File: src/rtl/wb_gpio_irq_regs.sv
// wb_gpio_irq_regs: Wishbone GPIO/SPI control registers with synchronised, edge-triggered pin interrupts
module wb_gpio_irq_regs #(
  parameter int GPI_W       = 7,
  parameter int GPO_W       = 6,
  parameter int SYNC_STAGES = 2,
  parameter int PRESC_RST   = 11
) (
  input  logic             clk_i,
  input  logic             rst_in,
  input  logic             wb_regs_cyc_i,
  input  logic             wb_regs_stb_i,
  input  logic             wb_regs_we_i,
  output logic             wb_regs_ack_o,
  input  logic [2:0]       wb_regs_adr_i,
  input  logic [3:0]       wb_regs_be_i,
  input  logic [31:0]      wb_regs_dat_i,
  output logic [31:0]      wb_regs_dat_o,
  input  logic [GPI_W-1:0] gpi_i,
  output logic [GPO_W-1:0] gpo_o,
  output logic             irq_o,
  input  logic             spi_rdy_i,
  output logic [3:0]       spi_presc_o,
  output logic             spi_cpol_o,
  output logic             spi_auto_cs_o,
  output logic [1:0]       spi_size_o
);
  localparam logic [31:0] PIN_M  = 32'((64'd1 << GPI_W) - 64'd1);
  localparam logic [31:0] RISE_M = PIN_M | 32'h8000_0000;
  logic [GPI_W-1:0] sync_q [SYNC_STAGES];
  logic [GPI_W-1:0] gpi_s, gpi_p, pin_evt;
  logic             rdy_p, req, wr;
  logic [31:0]      be_m, wd, rd, evt, rise_en, fall_en, pend;
  assign req     = wb_regs_cyc_i & wb_regs_stb_i & ~wb_regs_ack_o;
  assign wr      = req & wb_regs_we_i;
  assign be_m    = {{8{wb_regs_be_i[3]}}, {8{wb_regs_be_i[2]}}, {8{wb_regs_be_i[1]}}, {8{wb_regs_be_i[0]}}};
  assign wd      = wb_regs_dat_i & be_m;
  assign gpi_s   = sync_q[SYNC_STAGES-1];
  assign pin_evt = (gpi_s & ~gpi_p & rise_en[GPI_W-1:0]) | (~gpi_s & gpi_p & fall_en[GPI_W-1:0]);
  assign evt     = 32'(pin_evt) | {spi_rdy_i & ~rdy_p & rise_en[31], 31'b0};
  assign irq_o   = |pend;
  always_comb begin
    rd = '0;
    case (wb_regs_adr_i)
      3'd0:    rd = 32'(gpo_o);
      3'd1:    rd = 32'(gpi_s);
      3'd2:    rd = {14'b0, spi_size_o, 5'b0, spi_auto_cs_o, spi_cpol_o, 5'b0, spi_presc_o};
      3'd3:    rd = rise_en;
      3'd4:    rd = {30'b0, irq_o, spi_rdy_i};
      3'd5:    rd = fall_en;
      3'd6:    rd = pend;
      default: rd = '0;
    endcase
  end
  always_ff @(posedge clk_i or negedge rst_in)
    if (!rst_in) begin
      for (int i = 0; i < SYNC_STAGES; i++) sync_q[i] <= '0;
      gpi_p         <= '0;
      rdy_p         <= 1'b0;
      wb_regs_ack_o <= 1'b0;
      wb_regs_dat_o <= '0;
      gpo_o         <= '0;
      spi_presc_o   <= 4'(PRESC_RST);
      spi_cpol_o    <= 1'b0;
      spi_auto_cs_o <= 1'b0;
      spi_size_o    <= '0;
      rise_en       <= '0;
      fall_en       <= '0;
      pend          <= '0;
    end else begin
      sync_q[0] <= gpi_i;
      for (int i = 1; i < SYNC_STAGES; i++) sync_q[i] <= sync_q[i-1];
      gpi_p         <= gpi_s;
      rdy_p         <= spi_rdy_i;
      wb_regs_ack_o <= req;
      if (req) wb_regs_dat_o <= wb_regs_we_i ? '0 : rd;
      if (wr && wb_regs_adr_i == 3'd0) gpo_o <= (gpo_o & ~be_m[GPO_W-1:0]) | wd[GPO_W-1:0];
      if (wr && wb_regs_adr_i == 3'd7) gpo_o <= gpo_o ^ wd[GPO_W-1:0];
      if (wr && wb_regs_adr_i == 3'd2) begin
        spi_presc_o   <= be_m[0]  ? wd[3:0]   : spi_presc_o;
        spi_cpol_o    <= be_m[9]  ? wd[9]     : spi_cpol_o;
        spi_auto_cs_o <= be_m[10] ? wd[10]    : spi_auto_cs_o;
        spi_size_o    <= be_m[16] ? wd[17:16] : spi_size_o;
      end
      if (wr && wb_regs_adr_i == 3'd3) rise_en <= (rise_en & ~be_m) | (wd & RISE_M);
      if (wr && wb_regs_adr_i == 3'd5) fall_en <= (fall_en & ~be_m) | (wd & PIN_M);
      // new events are OR-ed after the clear so a simultaneous set wins
      pend <= (pend & ~((wr && wb_regs_adr_i == 3'd6) ? wd : 32'b0)) | evt;
    end
endmodule

File: config.mk
export PLATFORM = sky130hd
export DESIGN_NAME = wb_gpio_irq_regs
export DESIGN_NICKNAME = d
export VERILOG_FILES = /design/src/rtl/wb_gpio_irq_regs.sv
export SDC_FILE = /design/constraint.sdc
export NUM_CORES = 1
export LEC_CHECK = 0
export CAP_MARGIN = 30
export CORE_MARGIN = 1.5
export CORE_UTILIZATION = 49
export CTS_CLUSTER_SIZE = 24
export DETAILED_ROUTE_END_ITERATION = 8
export PLACE_DENSITY = 0.73
export SLEW_MARGIN = 5
export SYNTH_ARGS = -nofsm -noshare
export SYNTH_HDL_FRONTEND = slang
export SYNTH_SLANG_ARGS = --single-unit
export TNS_END_PERCENT = 50
File: constraint.sdc
create_clock -name clk_i -period 4.6 [get_ports clk_i]
set_input_delay 0.92 -clock clk_i [delete_from_list [all_inputs] [get_ports clk_i]]
set_output_delay 0.92 -clock clk_i [all_outputs]
set_load 0.02 [all_outputs]
# --- Word-level counts from Yosys, hierarchy flattened ---
# Index checks and enable logic that the tools add are counted.
classes:
  n_eq_ne: 7
  n_mux: 5
  bitwise: 28
  reduce_logical: 12
op_table:
  columns: ["operator", "n"]
  rows:
  - ["32-bit case mux with 7 select lines", 1]
  - ["32-bit AND", 4]
  - ["32-bit 2-to-1 mux", 2]
  - ["32-bit NOT", 2]
  - ["32-bit bitwise OR", 2]
  - ["32-bit by 7-bit bitwise OR with 32-bit output", 1]
  - ["7-bit by 32-bit bitwise OR with 32-bit output", 1]
  - ["32-bit OR reduction", 1]
  - ["7-bit AND", 4]
  - ["7-bit NOT", 2]
  - ["3-bit equality test, second input constant", 4]
  - ["6-bit 2-to-1 mux", 2]
  - ["7-bit bitwise OR", 1]
  - ["6-bit AND", 1]
  - ["3-bit by 2-bit equality test with 1-bit output, second input constant", 2]
  - ["1-bit logical AND", 6]
  - ["6-bit NOT", 1]
  - ["6-bit bitwise OR", 1]
  - ["2-bit AND reduction", 3]
  - ["6-bit bitwise XOR", 1]
  - ["1-bit AND", 5]
  - ["3-bit by 1-bit equality test with 1-bit output, second input constant", 1]
  - ["3-bit zero test", 1]
  - ["1-bit NOT", 2]
  - ["2-bit nonzero test", 1]
totals:
  reg_bits: 165
  input_bits: 52
  output_inout_bits: 48
  elab_cells: 66

# --- Logic depth before layout (Yosys ltp) ---
# Gate-level depths: netlist of the first run.
depth:
  depth_word: 8
  depth_mapped: 7
  ltp_nobuf: 4

# --- Worst setup path after synthesis of the first run ---
# No wires, ideal clock.
synth_path:
  path_kind: "input port to flip-flop"
  from: "input port wb_regs_adr_i[1]"
  to: "register (tool-made name)"
  setup_ns: 0.125
  arrival_time_ns: 1.983
  t_required_ns: 4.475
  slack_ns: 2.492
  path_stages: 7
  path_buffers: 3
  cell_sequence: "buf_2 nor2b_1 buf_4 and2_1 buf_4 nand2_4 mux2_2"
synth_rtl:
  columns: ["element", "line", "text"]
  rows:
  - ["start: declaration", "14", "input logic [2:0] wb_regs_adr_i,"]

# --- Final worst setup path of the first run ---
layout_path:
  from: "register pend[19]"
  to: "output port irq_o"
layout_via:
  elab_chain_cells: 1
layout_lines:
  columns: ["element", "line", "text"]
  rows:
  - ["start: declaration", "32", "logic [31:0] be_m, wd, rd, evt, rise_en, fall_en, pend;"]
  - ["start signal: assignment", "87", "pend <= (pend & ~((wr && wb_regs_adr_i == 3'd6) ? wd : 32'b0)) | evt;"]
  - ["32-bit OR reduction", "40", "assign irq_o = |pend;"]
  - ["end: declaration", "20", "output logic irq_o,"]
# No other way between the ends.

==> results of run 1 <==
-- logic make-up (layout without fill, tap and decap cells) --
| kind of cell | count (synthesis) | in the layout | share of synthesized area [%] |
|---|---|---|---|
| buf+inv | 36 | 143 | 2.50 |
| compound gates | 156 | 156 | 16.5 |
| simple gates | 172 | 172 | 14.1 |
| flops | 165 | 165 | 60.6 |
| mux | 37 | 37 | 6.30 |
-- power by group through the flow --
stage | combinational, mW | clock (mW) | sequential (mW)
floorplan | 0.133 | 0 | 1.61
global placement | 0.295 | 0 | 1.60
detailed placement | 0.306 | 0 | 1.61
CTS | 0.308 | 1.57 | 1.58
global route | 0.330 | 1.63 | 1.59
finish | 0.306 | 1.54 | 1.59
-- worst max-delay path, cell delays in order (launching register included) --
cell and delay [ns]:
sky130_fd_sc_hd__dfrtp_1 0.42, sky130_fd_sc_hd__nor4_1 0.49, sky130_fd_sc_hd__nand4_1 0.22, sky130_fd_sc_hd__or2_2 0.36
sky130_fd_sc_hd__clkdlybuf4s50_1 0.55
-- layout make-up --
cell class,count,area (µm²)
inverters,2,7.51
repair buffers,109,1080
clock buffers,20,447
clock inverters,12,203
flip-flops and latches,165,4130
multi-input cells,365,2520
fillers,1035,4790
well taps,176,220
-- layer usage --
layer  track usage (%)  share of wire, %  vias to the layer above
met3              5.78               6.2                       37
met4              12.2               3.0                        0
li1                  -                 -                     2241
met1              32.6                43                     2501
met2              39.2                48                      200
met5                 0                 0                        -
-- cells in the final DEF, fill, tap and decap left out, types with 10 or more instances in the layout --
cell type / n
sky130_fd_sc_hd__nand3_1: 10
sky130_fd_sc_hd__a22o_1: 26
sky130_fd_sc_hd__o21ai_0: 32
sky130_fd_sc_hd__clkdlybuf4s50_1: 97
sky130_fd_sc_hd__a21boi_0: 24
sky130_fd_sc_hd__a22oi_1: 27
sky130_fd_sc_hd__nand2_1: 56
sky130_fd_sc_hd__and2_1: 52
sky130_fd_sc_hd__dfrtp_1: 162
sky130_fd_sc_hd__mux2_2: 26
sky130_fd_sc_hd__clkbuf_16: 17
-- stage by stage --
step | std cells | cell area (µm²) | hold slack [ns] | utilization, % | worst slack [ns]
3_3_place_gp | 816 | 7930 | 0.333 | 59.2 | 1.43
6_report | 849 | 8610 | 0.347 | 64.2 | 1.21
2_1_floorplan | 566 | 6820 | 0.331 | - | 2.49
4_1_cts | 849 | 8610 | 0.349 | 64.2 | 1.23
3_5_place_dp | 817 | 7960 | 0.335 | 59.4 | 1.33
5_1_grt | 849 | 8610 | 0.358 | 64.2 | 1.17
-- final timing paths --
check	from	depth (start not counted)	slack, ns	to
max in group asynchronous	rst_in	3	3.08	spi_presc_o[0]
worst max-delay path	pend[19]	4	1.21	irq_o
worst min register to register	sync_q[13]	0	0.35	gpi_s[6]
worst min-delay path	sync_q[13]	0	0.35	gpi_s[6]
worst max register to register	wb_regs_ack_o	4	2.43	register
min in group asynchronous	rst_in	1	0.45	fall_en[15]
==> Flow_metrics.wiki, run 1 <==
{| class="wikitable"
! Metric !! Value
|-
| Startpoint types || register
|-
| Max-cap violations || 0
|-
| I/O pin count || 100
|-
| Post-synth design cell area || 0.00682 mm²
|-
| Estimated wirelength of the detail-placed design || 11300 µm
|-
| Global-route wire length before repair || between 20000 and 30000 µm
|-
| P_leak || around 3.8 nW
|-
| Die height || 121 µm
|-
| Area of the placeable core || roughly 0.013 mm²
|-
| Crit end category || output pin
|-
| HP Class || register to register
|-
| Crit-path max FO || 3
|-
| Placer Congestion || roughly 0.86
|-
| Tot GR Track Use || about 25%
|-
| Number of library cell types mapped by synthesis || 53
|-
| Yosys top cell area share || 59.5%
|-
| Count leader, synth || sky130_fd_sc_hd__dfrtp_1
|-
| Post-synthesis cell type with the largest combined area || sky130_fd_sc_hd__dfrtp_1
|-
| Number of buffers inserted by port buffering || 99
|-
| Areal power density over the cells || between 300 and 400 mW/mm²
|-
| Sink count of the clock tree || 165
|-
| Post-layout net count || 712
|-
| Mean post-synth cell area || approximately 12 µm²
|-
| Standard-cell row count || 42
|-
| Worst endpoint data arrival time || about 2.5 ns
|-
| Floorplan die area || around 0.015 mm²
|-
| Die Span X || ~120 µm
|-
| Flip-flop and latch count after synthesis || around 170
|-
| Largest net degree at the start of global routing || a little over 70
|-
| Final critical-path required period || about 3.4 ns
|-
| Area grow syn2layout || 26.3%
|-
| Synthesized instance count || around 570
|-
| Cell types occupying the most area after synthesis || sky130_fd_sc_hd__dfrtp_1, sky130_fd_sc_hd__and2_1, sky130_fd_sc_hd__mux2_2
|-
| Final period util || 73.6%
|-
| Internal Power || about 2.6 mW
|-
| Setup violators final || 0
|-
| Post-route total power || about 3.4 mW
|-
| Count of hold-fix buffers inserted at cts || 0
|-
| RSZ-0062 raised after global routing || false
|-
| Number of DRC violations after detailed routing || 0
|-
| Setup TNS after final layout || 0 ns
|-
| Initial antenna violation count || 0
|-
| Htree depth || 4
|-
| Number of setup buffers added after CTS || 0
|-
| Req. time, crit path || 3.68 ns
|-
| Logic gate share of total power || around 9%
|-
| Fraction of synthesis flops using an asynchronous set or reset pin || 100%
|-
| Clock tree from TritonCTS || built
|-
| Clock root buffer || sky130_fd_sc_hd__clkbuf_16
|-
| Relative slew slack || 53.5%
|-
| Antenna Diode Count || 0
|-
| Drt total wl || 16900 µm
|-
| Peak VDD IR || ~390 µV
|-
| Clock transition time at the flip-flop clock pins of the worst setup and hold paths || ~0.06 ns
|-
| Switch Pwr || ~0.8 mW
|-
| PostCTS Resize Cnt || 0
|-
| Sequential share of power || about 46%
|-
| Clk pwr share || approximately 45%
|-
| Total number of yosys warnings || 0
|-
| Part of the Yosys area used for sequential elements || roughly 61%
|-
| Vias in the first global route || approximately 5200
|-
| Type of the worst setup path || register to output pin
|-
| Clock tree skew after final layout || around 0.0053 ns
|-
| Leading post-synthesis cells by instance count || sky130_fd_sc_hd__dfrtp_1, sky130_fd_sc_hd__nand2_1, sky130_fd_sc_hd__and2_1, sky130_fd_sc_hd__o21ai_0, sky130_fd_sc_hd__a22oi_1
|-
| Number of clock buffers inserted by TritonCTS || 17
|-
| Count of pins over their slew limit || 0
|-
| Count of flip-flops with a built-in enable after synthesis || 0
|-
| Prevailing post-synth register cell || sky130_fd_sc_hd__dfrtp_1
|-
| Highest clock frequency the design can meet || about 0.3 GHz
|-
| Buffer levels on the longest clock path || 2
|-
| Syn Nets || approximately 620
|-
| Actual slew at the worst max-slew pin || 0.694 ns
|-
| Run status || complete, no violations
|-
| GR Overflow Total || 0
|-
| Fin. Hold Viols || 0
|-
| Detailed-route via count || between 4000 and 5000
|-
| Initial detailed-routing violation count || between 500 and 600
|-
| Count of TritonRoute iterations in the first routing pass || 5
|-
| Fraction of final layout cells sized beyond drive strength 1 || about an eighth
|-
| Number of antenna-violating nets in the routed design || 0
|-
| Starting density of the core || between 50% and 60%
|-
| Switching part of the total || ~23%
|-
| Mean routed wirelength per cell || about 20 µm
|-
| Avg Vias per Cell || between 5 and 6
|-
| Latest clock arrival within the worst-skew pair || 0.43 ns
|}
Power figures use the tool's default switching activity.
==> inputs of run 2 (changes only) <==
==> constraint.sdc (replaced) <==
create_clock -name clk_i -period 3.2 [get_ports clk_i]
set_input_delay 0.64 -clock clk_i [delete_from_list [all_inputs] [get_ports clk_i]]
set_output_delay 0.64 -clock clk_i [all_outputs]
set_load 0.02 [all_outputs]
==> Flow_metrics.wiki, run 2 (synthesis results as in run 1) <==
{| class="wikitable"
! Metric !! Value
|-
| Final critical-path required period || between 3 and 4 ns
|-
| Count of placed standard cells in the final layout, fillers left out || around 850
|-
| GR Overflow Total || 0
|-
| Max-cap violations || 0
|-
| Cell Chain, Critical Path || nor4_1 -> nand4_1 -> or2_2 -> clkdlybuf4s50_1
|-
| Largest net degree at the start of global routing || 166
|-
| Clock tree skew after final layout || around 0.0066 ns
|-
| PostCTS Resize Cnt || 0
|-
| Tot GR Track Use || approximately a quarter
|-
| Count of pins over their slew limit || 0
|-
| Initial antenna violation count || 0
|-
| Global-route wire length before repair || between 20000 and 30000 µm
|-
| Cell with the biggest individual delay on the critical path || sky130_fd_sc_hd__nor4_1
|-
| Antenna Diode Count || 0
|-
| Startpoint types || register
|-
| RSZ-0062 raised after global routing || false
|-
| Standard-cell row count || 42
|-
| Sink count of the clock tree || 165
|-
| Crit end category || output pin
|-
| Clock transition time at the flip-flop clock pins of the worst setup and hold paths || approximately 0.06 ns
|-
| Fraction of final layout cells sized beyond drive strength 1 || between 10% and 20%
|-
| Placement Cell Area || 0.00799 mm²
|-
| HP Class || input port to asynchronous set/reset pin
|-
| Drt total wl || between 15000 and 20000 µm
|-
| Commonest non-fill, non-tap cells in the layout || sky130_fd_sc_hd__dfrtp_1, sky130_fd_sc_hd__clkdlybuf4s50_1, sky130_fd_sc_hd__nand2_1
|-
| Placer Congestion || 0.879
|-
| Clock tree from TritonCTS || built
|-
| Req. time, crit path || approximately 2.6 ns
|-
| Number of buffers inserted by port buffering || 99
|-
| Crit-path max FO || 3
|-
| Area grow syn2layout || 24.9%
|-
| Run status || complete, no violations
|-
| Vias in the first global route || between 5000 and 6000
|-
| Die Span X || 121 µm
|-
| Die height || around 120 µm
|-
| Starting density of the core || 50.9%
|-
| Total buffers and inverters traversed by the critical path || 1
|-
| # placed instances || about 800
|-
| Number of antenna-violating nets in the routed design || 0
|-
| Buffer levels on the longest clock path || 2
|-
| Detailed-route via count || about 5000
|-
| Fin. Hold Viols || 0
|-
| Count of TritonRoute iterations in the first routing pass || 5
|-
| Largest delay contributor family on the critical path || simple AND/OR/NAND/NOR gates
|-
| Area of the placeable core || about 0.013 mm²
|-
| Highest clock frequency the design can meet || 0.327 GHz
|-
| Floorplan die area || ~0.015 mm²
|-
| Peak VDD IR || approximately 400 µV
|-
| Htree depth || 4
|-
| Fin area || 0.00851 mm²
|-
| Maximum single-stage delay on the critical path || between 0.5 and 0.6 ns
|-
| Clock root buffer || sky130_fd_sc_hd__clkbuf_16
|-
| Final period util || a little over nine tenths
|-
| I/O pin count || 100
|-
| Most common cell after layout, fill and taps aside || sky130_fd_sc_hd__dfrtp_1
|-
| Mean routed wirelength per cell || a little under 20 µm
|-
| P_leak || 3.73 nW
|-
| Number of clock buffers inserted by TritonCTS || 17
|-
| Number of setup buffers added after CTS || 0
|-
| Relative slew slack || around 43%
|-
| Areal power density over the cells || between 500 and 600 mW/mm²
|-
| Actual slew at the worst max-slew pin || around 0.85 ns
|-
| Post-layout net count || roughly 700
|-
| Number of DRC violations after detailed routing || 0
|-
| Latest clock arrival within the worst-skew pair || 0.43 ns
|-
| Estimated wirelength of the detail-placed design || roughly 11000 µm
|-
| Minimum hold slack || between 0.3 and 0.4 ns
|-
| Worst endpoint data arrival time || 2.42 ns
|-
| Initial detailed-routing violation count || about 480
|-
| Setup TNS after final layout || 0 ns
|-
| Avg Vias per Cell || ~6
|-
| Setup violators final || 0
|-
| Type of the worst setup path || register to output pin
|-
| Count of hold-fix buffers inserted at cts || 0
|}
==> run 2: worst paths after layout <==
kind                       slack [ns]                         end  depth (start not counted)          start
hold / removal                   0.34           wb_regs_dat_o[14]                          2         rst_in
setup reg to reg                 1.25                    register                          5  wb_regs_ack_o
hold reg to reg                  0.34                    gpi_s[4]                          0     sync_q[11]
max in group asynchronous        2.25  asynchronous set/reset pin                          2         rst_in
min in group clk_i               0.34                    gpi_s[4]                          0     sync_q[11]
setup / recovery                 0.14                       irq_o                          4       pend[28]
==> run 2: layer usage <==
layer / routed length (µm) / global-route usage, % / vias to the layer above
li1: - / - / 2244
met1: 7190 / 32.8 / 2527
met2: 8000 / 38.5 / 185
met3: 923 / 4.84 / 29
met4: 387 / 9.93 / 0
met5: 0 / 0 / -
==> run 2: report_power, final <==
| part | internal [mW] | leakage (nW) | total [mW] | switching, mW |
|---|---|---|---|---|
| Clock | 1.09 | 0.256 | 1.85 | 0.762 |
| Combinational | 0.214 | 1.27 | 0.445 | 0.231 |
| Sequential | 2.19 | 2.20 | 2.28 | 0.0856 |
| Total | 3.50 | 3.73 | 4.58 | 1.08 |
==> run 2: layout make-up <==
type                       instances  area, µm²
inverter                           2       7.51
fill                            1053       4890
clock buffer                      24        472
clock inverter                     5       52.6
multi-input combinational        365       2520
tap                              176        220
sequential                       165       4130
timing repair buffer             112       1110
==> run 2: worst register-to-register path, delay by kind of cell (launching register included) <==
kind	cells	cell delay (ns)
compound gates	3	0.81
flops	1	0.42
buf+inv	1	0.32
simple gates	1	0.30
==> run 2: through the flow <==
| step | setup slack (ns) | util, % | total power, mW |
|---|---|---|---|
| after floorplan | 1.37 | - | 2.50 |
| after global placement | 0.437 | 59.6 | 2.74 |
| after detailed placement | 0.384 | 59.6 | 2.76 |
| after CTS | 0.160 | 63.5 | 4.60 |
| after global routing | 0.0808 | 63.5 | 4.73 |
| final | 0.138 | 63.5 | 4.58 |
